## src/rtl/uart_rx_pkt_ctrl.sv

```systemverilog
// Packet framer behind a UART receiver: SOF, LEN, payload, optional CSUM, then drains the payload.
// Define UART_PKT_CSUM_EN to expect and verify a trailing checksum byte.
module uart_rx_pkt_ctrl #(
   parameter logic [7:0]  SOF          = 8'hA5,
   parameter int unsigned MAX_LEN      = 16,
   parameter int unsigned TIMEOUT_CLKS = 60000,
   parameter int unsigned RECOVER_CLKS = 4
) (
   input  logic       clk,
   input  logic       rst,
   input  logic       rx_done,
   input  logic [7:0] rx_data,
   input  logic       rx_error,
   output logic       rx_clr,
   output logic       busy,
   output logic       out_valid,
   input  logic       out_ready,
   output logic [7:0] out_data,
   output logic       out_last,
   output logic       pkt_ok,
   output logic       pkt_err,
   output logic [2:0] err_code
);

   localparam int unsigned LW = $clog2(MAX_LEN + 1);
   localparam int unsigned IW = (MAX_LEN > 1) ? $clog2(MAX_LEN) : 1;
   localparam int unsigned TW = $clog2(TIMEOUT_CLKS + 1);
   localparam int unsigned RW = $clog2(RECOVER_CLKS + 1);
   localparam logic [8:0]    MAX_LEN_B = 9'(MAX_LEN);
   localparam logic [TW-1:0] TMO_LAST  = TW'(TIMEOUT_CLKS - 1);
   localparam logic [RW-1:0] REC_LAST  = RW'(RECOVER_CLKS - 1);
   localparam logic [LW-1:0] ONE       = LW'(1);

   typedef enum logic [2:0] {
      S_HUNT, S_LEN, S_PAYLOAD, S_CSUM, S_DRAIN, S_RECOVER
   } state_e;

   state_e        state_q, state_d;
   logic [LW-1:0] len_q, len_d;
   logic [LW-1:0] idx_q, idx_d;
   logic [LW-1:0] rd_q, rd_d;
   logic [TW-1:0] tmo_q, tmo_d;
   logic [RW-1:0] rec_q, rec_d;
   logic          ok_q, ok_d;
   logic          err_q, err_d;
   logic [2:0]    code_q, code_d;
   logic          wr_en;
   logic [7:0]    buf_q [MAX_LEN];
`ifdef UART_PKT_CSUM_EN
   logic [7:0]    sum_q, sum_d;
`endif

   always_ff @(posedge clk or posedge rst) begin
      if (rst) begin
         state_q <= S_HUNT;
      end else begin
         state_q <= state_d;
      end
   end

   always_ff @(posedge clk or posedge rst) begin
      if (rst) begin
         len_q  <= '0;
         idx_q  <= '0;
         rd_q   <= '0;
         tmo_q  <= '0;
         rec_q  <= '0;
         ok_q   <= 1'b0;
         err_q  <= 1'b0;
         code_q <= '0;
`ifdef UART_PKT_CSUM_EN
         sum_q  <= '0;
`endif
      end else begin
         len_q  <= len_d;
         idx_q  <= idx_d;
         rd_q   <= rd_d;
         tmo_q  <= tmo_d;
         rec_q  <= rec_d;
         ok_q   <= ok_d;
         err_q  <= err_d;
         code_q <= code_d;
`ifdef UART_PKT_CSUM_EN
         sum_q  <= sum_d;
`endif
      end
   end

   always_ff @(posedge clk) begin
      if (wr_en) begin
         buf_q[idx_q[IW-1:0]] <= rx_data;
      end
   end

   always_comb begin
      state_d = state_q;
      len_d   = len_q;
      idx_d   = idx_q;
      rd_d    = rd_q;
      tmo_d   = '0;
      rec_d   = rec_q;
      ok_d    = 1'b0;
      err_d   = 1'b0;
      code_d  = code_q;
      wr_en   = 1'b0;
`ifdef UART_PKT_CSUM_EN
      sum_d   = sum_q;
`endif
      case (state_q)
         S_HUNT: begin
            if (rx_error) begin
               err_d   = 1'b1;
               code_d  = 3'b011;
               rec_d   = '0;
               state_d = S_RECOVER;
            end else if (rx_done && rx_data == SOF) begin
               state_d = S_LEN;
            end
         end
         S_LEN, S_PAYLOAD, S_CSUM: begin
            // rx_error outranks a same-cycle byte; the timeout can only fire on byte-free cycles
            if (rx_error) begin
               err_d   = 1'b1;
               code_d  = 3'b011;
               rec_d   = '0;
               state_d = S_RECOVER;
            end else if (rx_done) begin
               if (state_q == S_LEN) begin
                  if (rx_data == 8'h00 || {1'b0, rx_data} > MAX_LEN_B) begin
                     err_d   = 1'b1;
                     code_d  = 3'b000;
                     state_d = S_HUNT;
                  end else begin
                     len_d   = LW'(rx_data);
                     idx_d   = '0;
`ifdef UART_PKT_CSUM_EN
                     sum_d   = rx_data;
`endif
                     state_d = S_PAYLOAD;
                  end
               end else if (state_q == S_PAYLOAD) begin
                  wr_en = 1'b1;
                  idx_d = idx_q + ONE;
`ifdef UART_PKT_CSUM_EN
                  sum_d = sum_q + rx_data;
                  if (idx_q == len_q - ONE) begin
                     state_d = S_CSUM;
                  end
`else
                  if (idx_q == len_q - ONE) begin
                     ok_d    = 1'b1;
                     rd_d    = '0;
                     state_d = S_DRAIN;
                  end
`endif
               end else begin
`ifdef UART_PKT_CSUM_EN
                  if (sum_q + rx_data == 8'h00) begin
                     ok_d    = 1'b1;
                     rd_d    = '0;
                     state_d = S_DRAIN;
                  end else begin
                     err_d   = 1'b1;
                     code_d  = 3'b001;
                     state_d = S_HUNT;
                  end
`else
                  state_d = S_HUNT;
`endif
               end
            end else if (tmo_q == TMO_LAST) begin
               err_d   = 1'b1;
               code_d  = 3'b010;
               state_d = S_HUNT;
            end else begin
               tmo_d = tmo_q + 1'b1;
            end
         end
         S_DRAIN: begin
            if (out_ready) begin
               if (rd_q == len_q - ONE) begin
                  if (rx_error) begin
                     err_d   = 1'b1;
                     code_d  = 3'b011;
                     rec_d   = '0;
                     state_d = S_RECOVER;
                  end else begin
                     state_d = S_HUNT;
                  end
               end else begin
                  rd_d = rd_q + ONE;
               end
            end
            // a byte landing mid-drain is dropped; the exit rx_error report wins the same cycle
            if (rx_done && !err_d) begin
               err_d  = 1'b1;
               code_d = 3'b100;
            end
         end
         S_RECOVER: begin
            if (rec_q == REC_LAST) begin
               state_d = S_HUNT;
            end else begin
               rec_d = rec_q + 1'b1;
            end
         end
         default: state_d = S_HUNT;
      endcase
   end

   always_comb begin
      busy      = (state_q != S_HUNT);
      out_valid = (state_q == S_DRAIN);
      rx_clr    = (state_q == S_RECOVER);
      out_data  = '0;
      out_last  = 1'b0;
      if (state_q == S_DRAIN) begin
         out_data = buf_q[rd_q[IW-1:0]];
         out_last = (rd_q == len_q - ONE);
      end
   end

   assign pkt_ok   = ok_q;
   assign pkt_err  = err_q;
   assign err_code = code_q;

endmodule

```

## config.mk

```make
export PLATFORM = sky130hd
export DESIGN_NAME = uart_rx_pkt_ctrl
export DESIGN_NICKNAME = d
export VERILOG_FILES = /design/src/rtl/uart_rx_pkt_ctrl.sv
export SDC_FILE = /design/constraint.sdc
export NUM_CORES = 1
export LEC_CHECK = 0
export BUFFER_PORTS_ARGS = -buffer_cell sky130_fd_sc_hd__clkbuf_2
export CAP_MARGIN = 10
export CORE_MARGIN = 2
export CORE_UTILIZATION = 45
export CTS_CLUSTER_DIAMETER = 200
export CTS_CLUSTER_SIZE = 30
export DETAILED_ROUTE_END_ITERATION = 6
export PLACE_DENSITY = 0.64
export SLEW_MARGIN = 20
export SYNTH_ARGS = -nofsm -noshare
export SYNTH_HDL_FRONTEND = slang
export SYNTH_SLANG_ARGS = --single-unit
```

## constraint.sdc

```tcl
create_clock -name clk -period 3.1 [get_ports clk]
set_clock_uncertainty 0.05 [all_clocks]
set_input_delay 0.93 -clock clk [delete_from_list [all_inputs] [get_ports clk]]
set_output_delay 0.93 -clock clk [all_outputs]
set_load 0.005 [all_outputs]
```

==> impl_metrics.env <==
export IMPL_status="complete, but fails checks"
export IMPL_synthesis_area_sq_um=7500
export IMPL_num_io_pins=30
export IMPL_fmaxAchievable_mhz=298
export IMPL_clock_sinks=170
export IMPL_syn2layout_area_growth_pct=17.2
export IMPL_worst_slack_ns=-0.255
export IMPL_hold_violations=0
export IMPL_hold_buffers=0
export IMPL_cts_tree="done"
export IMPL_synth_ff_type="edfxtp_1"
export IMPL_synth_cell_types=58
export IMPL_antenna_found_initial=0
export IMPL_cpMostUsedCell="mux4_2"
export IMPL_die_area_sq_um=17700
export IMPL_overflow=0
export IMPL_die_y_um=133
export IMPL_dpl_cell_count=751
export IMPL_yosysTopAreaCellShare=0.512
export IMPL_yosysMostFrequentCell="edfxtp_1"
export IMPL_routed_wl_mm=16.4
export IMPL_drv_cap=0
export IMPL_drive_above_1_share=0.297
export IMPL_cts_root_buf="clkbuf_16"
export IMPL_path_max_fanout=6
export IMPL_slew_viol_final=0
export IMPL_ant_nets=0
export IMPL_dpl_worst_slack_ns=0.172
export IMPL_post_drt_wl_per_cell_um=20.9
export IMPL_ir_worst_vdd_uv=456
export IMPL_synthTopCellsByArea="edfxtp_1 (51%), dfrtp_1 (14%), mux4_2 (12%)"
export IMPL_timing_slew_headroom=0.589
export IMPL_synthCells=486
export IMPL_yosysWarnings=0
export IMPL_setup_tns_final_ns=-1.84
export IMPL_dp_hpwl_mm=10.7
export IMPL_finalCriticalPeriod_ns=3.36
export IMPL_hold_class="flip-flop to flip-flop"
export IMPL_grt_pass1_vias=4452
export IMPL_syn_avg_cell_area_sq_um=15.4
export IMPL_place_congestion=0.871
export IMPL_vias_per_cell=5.55
export IMPL_cp_arrival_ns=2.38
export IMPL_path_cells="buf_12, buf_16, mux4_2, mux4_2, and2_4, clkbuf_2"
export IMPL_crit_path_end_kind="primary output"
export IMPL_synth_seq_area_share=0.652
export IMPL_vias=4361
export IMPL_cts_max_level=4
export IMPL_synthArstFlopShare=0.247
export IMPL_drtIter0Drc=430
export IMPL_worst_pin_slew_ns=0.615
export IMPL_synth_commonest_cells="edfxtp_1 (128), nor2_1 (45), dfrtp_1 (42)"
export IMPL_min_period_over_period=1.08
export IMPL_dpl_cell_area_sq_um=8150
export IMPL_synth_nets=508
export IMPL_final_cells=786
export IMPL_nFillCells=1343
export IMPL_violations="negative setup slack"
export IMPL_p_leak_nw=3.19
export IMPL_worstPathRequired_ns=2.12
export IMPL_fp_coreArea_sq_um=16500
export IMPL_grt_usage=0.200
export IMPL_synth_edff_count=128
export IMPL_max_stage_delay_ns=0.52
export IMPL_numCtsBuffers=17
export IMPL_ys_ff_latch=170
export IMPL_yosys_area_top_type="edfxtp_1"
export IMPL_rsz0062_at_grt="yes"
export IMPL_stdcell_area_sq_um=8800
export IMPL_fin_nets=575
export IMPL_register_area_sq_um=4900
export IMPL_clk_pin_slew_ns=0.07
export IMPL_cts_max_path_buffers=2
export IMPL_setup_violations=8
export IMPL_dr_pass1_iters=5
export IMPL_crit_type="flip-flop to primary output"
export IMPL_cp_slowest_cell="mux4_2"
export IMPL_drc=0
export IMPL_grt_max_degree=43
export IMPL_worst_setup_path_start_kind="flip-flop"
export IMPL_num_antenna_cells=0
export IMPL_hold_ws_ns=0.439
export IMPL_start_util=0.456
export IMPL_port_buffers=29
export IMPL_grt_pass1_wl_mm=25.9
export IMPL_clk_latency_ns=0.43
export IMPL_die_w_um=133
export IMPL_placementRows=47
export IMPL_multi_input_area_sq_um=2450
export IMPL_powerDensity_nw_per_um2=739
what timing repair did:
action | CTS | global route
pin swaps | 0 | 1
setup endpoints to repair | 8 | 9
resized for setup | 3 | 4
buffers inserted | 1 | 0
cloned | 2 | 0
metrics by stage:
stage,total power [mW],util
after global routing,6.82,0.534
after detailed placement,4.46,0.495
after global placement,4.41,0.495
after CTS,6.55,0.534
final,6.50,0.534
after floorplan,3.94,-
path summary, 6_finish.rpt:
path                           from          end  slack [ns]  depth (start not counted)
max reg2reg                len_q[0]      rd_q[3]        0.56                          8
max                         rd_q[0]  out_data[4]       -0.26                          6
min reg2reg                tmo_q[0]     tmo_q[0]        0.44                          1
min                        tmo_q[0]     tmo_q[0]        0.44                          1
min in group asynchronous       rst     tmo_q[9]        0.56                          3
max in group asynchronous       rst      rd_q[0]        2.03                          3
power breakdown:
group / switching, mW / internal, mW
clock: 0.898 / 1.09
combinational: 0.884 / 0.933
sequential: 0.131 / 2.56
worst max-delay path, delay by kind of cell (launching register included):
| kind | cells | cell delay, ns |
|---|---|---|
| muxes | 2 | 0.98 |
| DFF | 1 | 0.43 |
| buffers and inverters | 3 | 0.37 |
| and+or+nand+nor | 1 | 0.16 |
metal layers:
| layer | up-vias | track usage | share of wire | wire, um |
|---|---|---|---|---|
| met1 | 2248 | 0.267 | 0.42 | 6840 |
| met4 | 0 | 0.0502 | 0.0099 | 163 |
| met2 | 117 | 0.330 | 0.51 | 8350 |
| li1 | 1986 | - | - | - |
| met5 | - | 0 | 0 | 0 |
| met3 | 10 | 0.0567 | 0.064 | 1050 |
final cells by class:
| cell class | count | area share |
|---|---|---|
| sequential | 170 | 0.557 |
| timing repair buffer | 73 | 0.0633 |
| clock buffer | 18 | 0.0512 |
| multi-input combinational | 276 | 0.279 |
| clock inverter | 14 | 0.0119 |
| tap | 220 | 0.0313 |
| inverter | 15 | 0.00640 |
state kept, by name (all words and copies together) (netlist names):
register  flops
rd_q          5
buf_q       128
len_q         5
state_q       3
pkt_ok        1
pkt_err       1
rec_q         3
idx_q         5
tmo_q        16
err_code      3
cell families after synthesis:
kind of cell	Yosys count	synth area share
flip-flops	170	0.652
AND/OR/NAND/NOR	147	0.102
AO/OA/AOI/OAI	48	0.0445
multiplexers	45	0.127
buffers and inverters	40	0.0218
XOR/XNOR	27	0.0370
adder cells (fa/ha/maj)	9	0.0150
layout by cell type, fill, tap and decap left out, types with 11 or more instances in the layout:
cell | synthesis | layout
xor2_1 | 11 | 11
nor2_1 | 45 | 45
edfxtp_1 | 128 | 128
xnor2_1 | 13 | 13
nand3_1 | 15 | 15
mux4_2 | 40 | 40
dfrtp_1 | 42 | 40
o21ai_0 | 15 | 15
inv_1 | 15 | 14
clkbuf_2 | 0 | 29
clkbuf_16 | 0 | 18
nand2_1 | 27 | 27
buf_4 | 0 | 38
(Power assumes the default switching activity.)
